==> src/rtl/fetch_stage_if.sv <==
// Instruction-memory request/response bus between the fetch stage (master)
// and a multi-cycle instruction memory (slave).
interface fetch_stage_if;
  logic        imemReq;
  logic [15:0] imemAddr;
  logic        imemDone;
  logic [15:0] imemData;

  modport master (output imemReq, output imemAddr, input imemDone, input imemData);
  modport slave  (input imemReq, input imemAddr, output imemDone, output imemData);
endinterface

==> src/rtl/fetch_stage.sv <==
// Instruction-fetch stage: owns the PC, talks to a multi-cycle imem and holds
// the fetched instruction for IF/ID. Optional HALT handling under FETCH_HALT_EN.
module fetch_stage #(
  parameter logic [15:0] RESET_PC = 16'h0000
) (
  input  logic                 clk,
  input  logic                 rst,
  input  logic                 writeIfId,
  input  logic                 redirectEn,
  input  logic [15:0]          redirectPc,
  fetch_stage_if.master        imem,
  output logic [15:0]          pcOut,
  output logic [15:0]          instrOut,
  output logic                 validInsOut,
  output logic                 haltOut
);

  typedef enum logic [1:0] {IDLE, REQ, VALID, HALTED} state_t;

  localparam logic [15:0] PC_INIT = RESET_PC & 16'hFFFE;

  state_t      r_state, w_state;
  logic [15:0] r_pc, w_pc;
  logic [15:0] r_reqAddr, w_reqAddr;
  logic [15:0] r_instrHold, w_instrHold;
  logic        r_discard, w_discard;

  logic [15:0] w_tgt, w_pcInc;
  logic        w_isHalt;

  assign w_tgt   = redirectPc & 16'hFFFE;
  assign w_pcInc = r_pc + 16'd2;

`ifdef FETCH_HALT_EN
  assign w_isHalt = (r_instrHold[15:11] == 5'b00000);
  assign haltOut  = (r_state == HALTED);
`else
  assign w_isHalt = 1'b0;
  assign haltOut  = 1'b0;
`endif

  always_ff @(posedge clk or posedge rst) begin
    if (rst) begin
      r_state     <= IDLE;
      r_pc        <= PC_INIT;
      r_reqAddr   <= PC_INIT;
      r_instrHold <= 16'h0000;
      r_discard   <= 1'b0;
    end else begin
      r_state     <= w_state;
      r_pc        <= w_pc;
      r_reqAddr   <= w_reqAddr;
      r_instrHold <= w_instrHold;
      r_discard   <= w_discard;
    end
  end

  always_comb begin
    w_state     = r_state;
    w_pc        = r_pc;
    w_reqAddr   = r_reqAddr;
    w_instrHold = r_instrHold;
    w_discard   = r_discard;
    case (r_state)
      IDLE: begin
        w_state   = REQ;
        w_reqAddr = r_pc;
      end
      REQ: begin
        if (redirectEn) begin
          w_pc = w_tgt;
          // An in-flight access cannot be cancelled; drop its data on arrival.
          if (imem.imemDone) begin
            w_reqAddr = w_tgt;
            w_discard = 1'b0;
          end else begin
            w_discard = 1'b1;
          end
        end else if (imem.imemDone) begin
          if (r_discard) begin
            w_discard = 1'b0;
            w_reqAddr = r_pc;
          end else begin
            w_instrHold = imem.imemData;
            w_state     = VALID;
          end
        end
      end
      VALID: begin
        if (redirectEn) begin
          w_pc      = w_tgt;
          w_reqAddr = w_tgt;
          w_state   = REQ;
        end else if (writeIfId) begin
          if (w_isHalt) begin
            w_state = HALTED;
          end else begin
            w_pc      = w_pcInc;
            w_reqAddr = w_pcInc;
            w_state   = REQ;
          end
        end
      end
      HALTED: begin
        if (redirectEn) begin
          w_pc      = w_tgt;
          w_reqAddr = w_tgt;
          w_state   = REQ;
        end
      end
      default: w_state = IDLE;
    endcase
  end

  assign imem.imemReq  = (r_state == REQ);
  assign imem.imemAddr = r_reqAddr;
  assign pcOut         = w_pcInc;
  assign instrOut      = r_instrHold;
  // A redirect in the same cycle squashes the held instruction before IF/ID sees it.
  assign validInsOut   = (r_state == VALID) && !redirectEn;

endmodule

==> src/flat_wrapper.sv <==
// flat-port wrapper written by rule: the top's interface ports become plain ports
module fetch_stage_flat 
#(
  parameter logic [15:0] RESET_PC = 16'h0000
)
  (clk, rst, writeIfId, redirectEn, redirectPc, pcOut, instrOut, validInsOut, haltOut, imem_imemReq, imem_imemAddr, imem_imemDone, imem_imemData);
  fetch_stage_if imem_i ();
  input  logic clk;
  input  logic rst;
  input  logic writeIfId;
  input  logic redirectEn;
  input  logic [15:0] redirectPc;
  output logic [15:0] pcOut;
  output logic [15:0] instrOut;
  output logic validInsOut;
  output logic haltOut;
  output wire logic [$bits(imem_i.imemReq)-1:0] imem_imemReq;
  output wire logic [$bits(imem_i.imemAddr)-1:0] imem_imemAddr;
  input wire logic [$bits(imem_i.imemDone)-1:0] imem_imemDone;
  input wire logic [$bits(imem_i.imemData)-1:0] imem_imemData;
  assign imem_imemReq = imem_i.imemReq;
  assign imem_imemAddr = imem_i.imemAddr;
  assign imem_i.imemDone = imem_imemDone;
  assign imem_i.imemData = imem_imemData;
  fetch_stage #(.RESET_PC(RESET_PC)) u_core (.clk(clk), .rst(rst), .writeIfId(writeIfId), .redirectEn(redirectEn), .redirectPc(redirectPc), .imem(imem_i), .pcOut(pcOut), .instrOut(instrOut), .validInsOut(validInsOut), .haltOut(haltOut));
endmodule
==> config.mk <==
export PLATFORM = sky130hd
export DESIGN_NAME = fetch_stage_flat
export DESIGN_NICKNAME = d
export VERILOG_FILES = /design/src/rtl/fetch_stage_if.sv /design/src/rtl/fetch_stage.sv /design/src/flat_wrapper.sv
export SDC_FILE = /design/constraint.sdc
export NUM_CORES = 1
export LEC_CHECK = 0
export BUFFER_PORTS_ARGS = -buffer_cell sky130_fd_sc_hd__buf_2
export CAP_MARGIN = 20
export CORE_MARGIN = 1.5
export CORE_UTILIZATION = 52
export DETAILED_ROUTE_END_ITERATION = 16
export GPL_ROUTABILITY_DRIVEN = 0
export PLACE_DENSITY = 0.78
export SYNTH_ARGS = -nofsm -noshare
export SYNTH_HDL_FRONTEND = slang
export SYNTH_SLANG_ARGS = --single-unit
==> constraint.sdc <==
create_clock -name clk -period 2.5 [get_ports clk]
set_input_delay 0.5 -clock clk [delete_from_list [all_inputs] [get_ports clk]]
set_output_delay 0.5 -clock clk [all_outputs]
set_load 0.02 [all_outputs]
[After elaboration in Yosys (flattened, before gate mapping)]
Cells that the tools add are included.
Storage, ports and cells
  bits of input ports: 37
  bits in registers: 51
Cells by class
  add/sub/neg operators: 1
  reductions and logical operators: 11
  mux-type cells: 19
  eq/ne operators: 10
  bitwise gates (word level): 2
Operators with widths (count)
  $mux W16: 7
  $pmux W16 S4: 1
  $pmux W16 S2: 1
  $add A16 B2 Y16 const B: 1
  $mux W2: 6
  $pmux W2 S4: 1
  $reduce_and A4 Y1: 2
  $ne A2 B2 Y1 const B: 3
  $reduce_and A5 Y1: 1
  $eq A2 B2 Y1 const B: 2
  $ne A2 B1 Y1 const B: 2
  $reduce_bool A2 Y1: 2
  $mux W1: 3
  $ne A3 B2 Y1 const B: 1
  $ne A3 B3 Y1 const B: 1
  $reduce_and A3 Y1: 1
  $eq A2 B1 Y1 const B: 1
  $logic_not A2 Y1: 1
  $not A1 Y1: 2
  $reduce_and A2 Y1: 1
  $reduce_or A2 Y1: 1
  $logic_and A1 B1 Y1: 1
  $logic_not A1 Y1: 1

[Logic depth before layout (Yosys ltp)]
Gate-level depths: netlist (run 1).
  word-level depth: 4
  gate-level depth with buffers: 7
  mapped depth without buffers: 6

[Worst setup path after synthesis (run 1)]
No wires, ideal clock.
  path kind: reg-to-output
  start point: register u_core.r_pc[1]
  end point: output port pcOut[11]
  required time: 2000 ps
  setup slack: 350 ps
  cell stages (with the launch flop): 5
  data arrival time: 1650 ps
  path through: dfrtp_1 ha_1 nand3_4 or4_4 xnor2_2
On the way
  word-level cells in the longest chain between the ends: 1
RTL lines
  start, declared: RTL line fetch_stage.sv:23  | logic [15:0] r_pc, w_pc;
  start signal, assigned: RTL line fetch_stage.sv:51  | r_pc <= w_pc;
  $add A16 B2 Y16: RTL line fetch_stage.sv:32  | assign w_pcInc = r_pc + 16'd2;
  end, declared: RTL line flat_wrapper.sv:13  | output logic [15:0] pcOut;
No other way between the ends.

[Final worst setup path (run 1)]
  start point: register u_core.r_pc[6]
  end point: output port pcOut[11]
The elaborated chain is that of the path after synthesis.

==> flow_metrics.py, run 1 <==
metrics = {
    "floorplan": {
        "io_pins": 88,
        "floorplan.rows": 27,
        "die_area_mm2": 0.006100,
        "initial_core_util": 0.5359,
        "floorplan.core_area_mm2": 0.005473,
        "die_width_um": 78.10,
        "die-height_um": 78.10,
    },
    "final_layout": {
        "layout_area_growth_over_synthesis_pct": 23.59,
        "share_of_cells_above_drive_strength_1": 0.3541,
        "num_antenna_cells": 0,
        "finalNetCount": 456,
    },
    "worst_setup_path": {
        "critPathRequiredTime_ns": 2.00,
        "critical_path_arrival_ns": 1.94,
        "crit_path_max_incr_delay_ns": 0.61,
        "crit_chain": "nand2_2, or4_4, xnor2_4, buf_4",
        "worstSetupEndpointType": "primary output",
        "timing.critical_path.max_delay_family": "simple AND/OR/NAND/NOR gates",
        "timing.critical_path.from_type": "flip-flop",
        "worstPathMaxFanout": 8,
        "path_depth": 4,
        "crit_path_top_delay_cell": "sky130_fd_sc_hd__or4_4",
        "timing.critical_path.buf_inv": 1,
        "worst-setup-path-type": "reg -> out",
        "ff2ff_path_depth": 5,
    },
    "timing": {
        "timing_hold_violations_final": 0,
        "finClkSkew_ns": 0.009392,
        "maxSlewViolCount": 0,
        "setup_viol": 0,
        "timing.hold.ws_ns": 0.2170,
        "grt_setup_unrepaired": "yes",
        "fin_crit_ns": 2.444,
        "tightest_slew_ns": 0.5270,
        "relSlewSlack": 0.6482,
        "final.period_utilization": 0.9775,
        "setup_tns_ns": 0,
        "achievable-frequency_mhz": 409.2,
    },
    "cts": {
        "clock_sink_count": 51,
        "cts.htree.levels": 2,
        "clock_tree.buffer_depth": 2,
        "clk_latency_ns": 0.31,
        "post_cts_hold_buffer_count": 0,
        "tritoncts": "done",
        "clk_pin_slew_ns": 0.10,
        "tritoncts_buffer_count": 5,
        "clock-root-buffer": "sky130_fd_sc_hd__clkbuf_8",
    },
    "pwr": {
        "power.leakage_uw": 0.001624,
        "peakVddDrop_uv": 546.1,
        "total_power_uw": 4202,
        "powerDensity_mw_per_mm2": 1159,
    },
    "job": {
        "max_cap_violations": 0,
    },
    "synthesis": {
        "postSynthAreaPerCell_um2": 8.781,
        "synth_warnings": 0,
        "synth_sequential_area_ratio": 0.4352,
        "synth.top_cells.by_count": "sky130_fd_sc_hd__dfrtp_1 (51), sky130_fd_sc_hd__nand2_1 (40), sky130_fd_sc_hd__a21oi_1 (34)",
        "async_flop_share": 1.000,
        "synth_edf_count": 0,
        "netlist.area_leader.share": 0.4352,
        "synthMostInstantiatedCell": "sky130_fd_sc_hd__dfrtp_1",
        "cell_types_with_the_largest_area_share_after_synthesis": "sky130_fd_sc_hd__dfrtp_1 (44%), sky130_fd_sc_hd__a21oi_1 (5.8%), sky130_fd_sc_hd__mux2_2 (5.8%)",
        "ys_ff_latch": 51,
        "synthesis.area_mm2": 0.002933,
        "mappedNetlistNets": 372,
        "ys_types": 46,
        "synth.largest_area_cell": "sky130_fd_sc_hd__dfrtp_1",
        "postSynthCellCount": 334,
        "dominantRegCellSynth": "sky130_fd_sc_hd__dfrtp_1",
    },
    "grt": {
        "grt_start_max_net_pins": 35,
        "grt_first_pass_wirelength_um": 12560,
        "grt_remaining_overflow": 0,
        "first_global_vias": 2614,
        "grtUsageTotal": 0.2597,
        "initial_antenna_violation_count": 0,
    },
    "detailed_routing": {
        "via_per_instance_ratio": 5.837,
        "wl_per_cell_um": 15.80,
        "drt-initial-drc-count": 198,
        "drc_errors": 0,
        "routed-via-count": 2860,
        "antenna_violating_nets_post_route": 0,
        "dr.pass1.iters": 4,
        "routed_wl_um": 7740,
    },
    "placement": {
        "dp_hpwl_um": 5342,
        "port_buffers": 85,
    },
    "status": {
        "outcome": "finished clean",
    },
    "min_path": {
        "class_of_the_tightest_hold_or_removal_check": "in -> async",
    },
}
placed cells by master (no fill, tap or decap), types with 4 or more instances in the layout:
| cell | count |
|---|---|
| sky130_fd_sc_hd__dfrtp_1 | 47 |
| sky130_fd_sc_hd__mux2_2 | 15 |
| sky130_fd_sc_hd__a21oi_1 | 34 |
| sky130_fd_sc_hd__nor2_1 | 19 |
| sky130_fd_sc_hd__a31oi_1 | 7 |
| sky130_fd_sc_hd__clkbuf_8 | 5 |
| sky130_fd_sc_hd__xnor2_1 | 5 |
| sky130_fd_sc_hd__buf_2 | 84 |
| sky130_fd_sc_hd__inv_1 | 6 |
| sky130_fd_sc_hd__nand3_1 | 16 |
| sky130_fd_sc_hd__o21ai_0 | 31 |
| sky130_fd_sc_hd__nand2_1 | 40 |
| sky130_fd_sc_hd__buf_4 | 21 |
| sky130_fd_sc_hd__dfrtp_2 | 4 |
| sky130_fd_sc_hd__xor2_1 | 7 |
| sky130_fd_sc_hd__nand2b_1 | 11 |
| sky130_fd_sc_hd__o22ai_1 | 17 |
cells by family after synthesis:
group,synth area share
AO/OA/AOI/OAI,0.2184
XOR/XNOR,0.04138
adder cells (fa/ha/maj),0.004266
buffers and inverters,0.05504
flip-flops,0.4352
multiplexers,0.06143
other,0.001279
AND/OR/NAND/NOR,0.1830
area by class of cell:
cell class	count	area (µm²)
inverter	7	26.28
timing repair buffer	105	578.1
fill	488	1848
clock inverter	2	37.54
tap	72	90.09
multi-input combinational	248	1543
clock buffer	5	68.82
sequential	51	1281
state kept, by name, summed over array words and instances (netlist names):
register,flops
u_core.r_pc,16
u_core.instrOut,16
u_core.r_discard,1
u_core.r_state,2
u_core.imem.imemAddr,16
power by group:
group / total, µW / internal [µW] / switching (µW)
combinational: 2150 / 840 / 1310
clock: 569 / 293 / 276
sequential: 1480 / 1180 / 305
layer usage:
layer	global-route usage	vias to the layer above	part of all wire
met3	0.05233	10	0.084
met2	0.4209	133	0.48
met4	0.07500	0	0.011
met1	0.3536	1362	0.42
met5	0	-	0
li1	-	1355	-
per-stage QoR:
stage / utilization / instance area [µm²] / instances / worst slack [ns]
floorplan: - / 2933 / 334 / 0.3499
global placement: 0.6237 / 3413 / 476 / 0.1777
detailed placement: 0.6237 / 3413 / 476 / 0.1658
CTS: 0.6507 / 3561 / 485 / -0.02116
global route: 0.6623 / 3625 / 490 / -0.01592
finish: 0.6623 / 3625 / 490 / 0.05619
what timing repair did:
action                     CTS  global route
gates resized for setup      6             6
pin swaps                    1             0
setup endpoints to repair    6             4
buffers inserted             2             5
worst register-to-register path: stages (launching register included):
cell and delay [ns]:
sky130_fd_sc_hd__dfrtp_1 0.52, sky130_fd_sc_hd__buf_4 0.26, sky130_fd_sc_hd__a21oi_1 0.19, sky130_fd_sc_hd__o22a_1 0.50
sky130_fd_sc_hd__o2111ai_1 0.26, sky130_fd_sc_hd__nand2_1 0.12
path summary, 6_finish.rpt:
check	from	to	slack, ns
hold / removal	rst	u_core.r_pc[4]$_DFFE_PP0P_	0.22
setup reg to reg	u_core.r_state[0]$_DFFE_PP0P_	u_core.imem.imemAddr[6]$_DFFE_PP0P_	0.58
min in group clk	imem_imemData[7]	u_core.instrOut[7]$_DFFE_PP0P_	0.41
max in group asynchronous	rst	u_core.r_pc[5]$_DFFE_PP0P_	1.67
hold reg to reg	u_core.imem.imemAddr[4]$_DFFE_PP0P_	u_core.imem.imemAddr[4]$_DFFE_PP0P_	0.47
setup / recovery	u_core.r_pc[6]$_DFFE_PP0P_	pcOut[11]	0.06
Power figures use the tool's default switching activity.
==> run 2, diff against run 1 <==
--- a/config.mk
+++ b/config.mk
@@ -12,6 +12,7 @@
 export DETAILED_ROUTE_END_ITERATION = 16
 export GPL_ROUTABILITY_DRIVEN = 0
 export PLACE_DENSITY = 0.78
+export RECOVER_POWER = 50
 export SYNTH_ARGS = -nofsm -noshare
 export SYNTH_HDL_FRONTEND = slang
 export SYNTH_SLANG_ARGS = --single-unit
==> run 2 against run 1 <==
Via count is 0.70% higher. Largest cell class unchanged. Sequential cell count stayed put. Clock power hardly changed. Global-route usage stayed put. Register-to-register slack worse by 0.02 ns. Clock skew is 0.0035 ns higher. Power is 0.93% lower. Sequential power hardly changed. Combinational power is 2% lower. Largest power group unchanged. Critical path depth is 1 higher. Setup slack better by 0.0033 ns.
==> flow_metrics.py, run 2 (synthesis results as in run 1) <==
metrics = {
    "status": {
        "outcome": "finished clean",
    },
    "timing": {
        "grt_setup_unrepaired": "yes",
        "setup_tns_ns": 0,
        "timing_hold_violations_final": 0,
        "timing.hold.ws_ns": 0.3952,
        "maxSlewViolCount": 0,
        "relSlewSlack": 0.3591,
        "fin_crit_ns": 2.440,
        "tightest_slew_ns": 0.9604,
        "final.period_utilization": 0.9762,
        "finClkSkew_ns": 0.01285,
        "setup_viol": 0,
        "achievable-frequency_mhz": 409.8,
    },
    "pwr": {
        "peakVddDrop_uv": 544.7,
        "power.leakage_uw": 0.001551,
        "powerDensity_mw_per_mm2": 1160,
    },
    "final_layout": {
        "final_cell_mix": "sky130_fd_sc_hd__buf_2 (61), sky130_fd_sc_hd__dfrtp_1 (47), sky130_fd_sc_hd__nand2_1 (40)",
        "layout_commonest_cell": "sky130_fd_sc_hd__buf_2",
        "share_of_cells_above_drive_strength_1": 0.2919,
        "num_antenna_cells": 0,
        "register_area_mm2": 0.001281,
        "layout.cells.non_filler": 490,
        "final.fill_count": 506,
        "finalNetCount": 456,
        "layout_area_growth_over_synthesis_pct": 22.35,
        "multiInputGateArea_mm2": 0.001543,
    },
    "cts": {
        "clk_latency_ns": 0.31,
        "cts.htree.levels": 2,
        "clock-root-buffer": "sky130_fd_sc_hd__clkbuf_8",
        "tritoncts": "done",
        "tritoncts_buffer_count": 5,
        "clock_tree.buffer_depth": 2,
        "clk_pin_slew_ns": 0.10,
        "clock_sink_count": 51,
    },
    "worst_setup_path": {
        "critical_path_arrival_ns": 1.94,
        "critPathRequiredTime_ns": 2.00,
        "timing.rr.start": "u_core.r_state[0]$_DFFE_PP0P_",
        "worst-setup-path-type": "reg -> out",
        "worstPathMaxFanout": 6,
        "timing.critical_path.from_type": "flip-flop",
        "worst_setup_path_startpoint": "u_core.r_pc[2]$_DFFE_PP0P_",
        "worstSetupEndpointType": "primary output",
    },
    "grt": {
        "initial_antenna_violation_count": 0,
        "grtUsageTotal": 0.2597,
        "grt_remaining_overflow": 0,
        "first_global_vias": 2614,
        "grt_start_max_net_pins": 35,
        "grt_first_pass_wirelength_um": 12560,
    },
    "placement": {
        "dp_hpwl_um": 5342,
        "port_buffers": 85,
        "dp.cells": 476,
    },
    "detailed_routing": {
        "dr.pass1.iters": 5,
        "routed-via-count": 2880,
        "drt-initial-drc-count": 220,
        "wl_per_cell_um": 15.99,
        "drc_errors": 0,
        "via_per_instance_ratio": 5.878,
        "routed_wl_um": 7837,
        "antenna_violating_nets_post_route": 0,
    },
    "floorplan": {
        "floorplan.core_area_mm2": 0.005473,
        "io_pins": 88,
        "die_width_um": 78.10,
        "die-height_um": 78.10,
        "die_area_mm2": 0.006100,
        "floorplan.rows": 27,
        "initial_core_util": 0.5359,
    },
    "min_path": {
        "class_of_the_tightest_hold_or_removal_check": "in -> async",
    },
    "job": {
        "max_cap_violations": 0,
    },
}
-- run 2: layer usage --
metal | GRT usage | vias to the layer above | part of all wire
met2 | 0.4209 | 161 | 0.48
li1 | - | 1355 | -
met4 | 0.07500 | 0 | 0.015
met1 | 0.3536 | 1347 | 0.42
met5 | 0 | - | 0
met3 | 0.05233 | 17 | 0.090
-- run 2: report_power, final --
part	internal, µW	total (µW)	switching, µW
logic	788	2100	1320
registers	1180	1490	315
clock network	293	567	274
total	2260	4160	1900
-- run 2: final timing paths --
check | to | slack [ns] | cells after the start
setup reg to reg | u_core.imem.imemAddr[6]$_DFFE_PP0P_ | 0.56 | 5
setup / recovery | pcOut[11] | 0.06 | 5
hold reg to reg | u_core.imem.imemAddr[4]$_DFFE_PP0P_ | 0.47 | 2
min in group clk | u_core.instrOut[7]$_DFFE_PP0P_ | 0.41 | 2
max in group asynchronous | u_core.r_pc[5]$_DFFE_PP0P_ | 0.88 | 3
hold / removal | u_core.r_pc[3]$_DFFE_PP0P_ | 0.40 | 2
-- run 2: metrics by stage --
step	instance area [µm²]	util	setup WS [ns]	power, µW
final	3588	0.6557	0.05951	4162
after global routing	3588	0.6557	-0.01592	4441
after CTS	3561	0.6507	-0.02116	4141
after detailed placement	3413	0.6237	0.1658	3533
after global placement	3413	0.6237	0.1777	3471
after floorplan	2933	-	0.3499	2890
-- run 2: what timing repair did --
item	CTS	global route
buffers inserted	2	5
gates resized for setup	6	6
endpoints found under the setup margin	6	4
hold buffers	0	0
pin swaps	1	0
-- run 2: layout make-up --
| cell class | count | share of cell area |
|---|---|---|
| well taps | 72 | 0.02510 |
| multi-input cells | 248 | 0.4299 |
| inverters | 7 | 0.007322 |
| clock buffers | 5 | 0.01918 |
| repair buffers | 105 | 0.1510 |
| clock inverters | 2 | 0.01046 |
| flip-flops and latches | 51 | 0.3570 |
-- run 2: critical path, cell delays in order, from the launching register on --
cell,delay [ns]
sky130_fd_sc_hd__dfrtp_2,0.42
sky130_fd_sc_hd__ha_4,0.19
sky130_fd_sc_hd__nand3_4,0.15
sky130_fd_sc_hd__or4_4,0.57
sky130_fd_sc_hd__xnor2_4,0.15
sky130_fd_sc_hd__buf_4,0.15
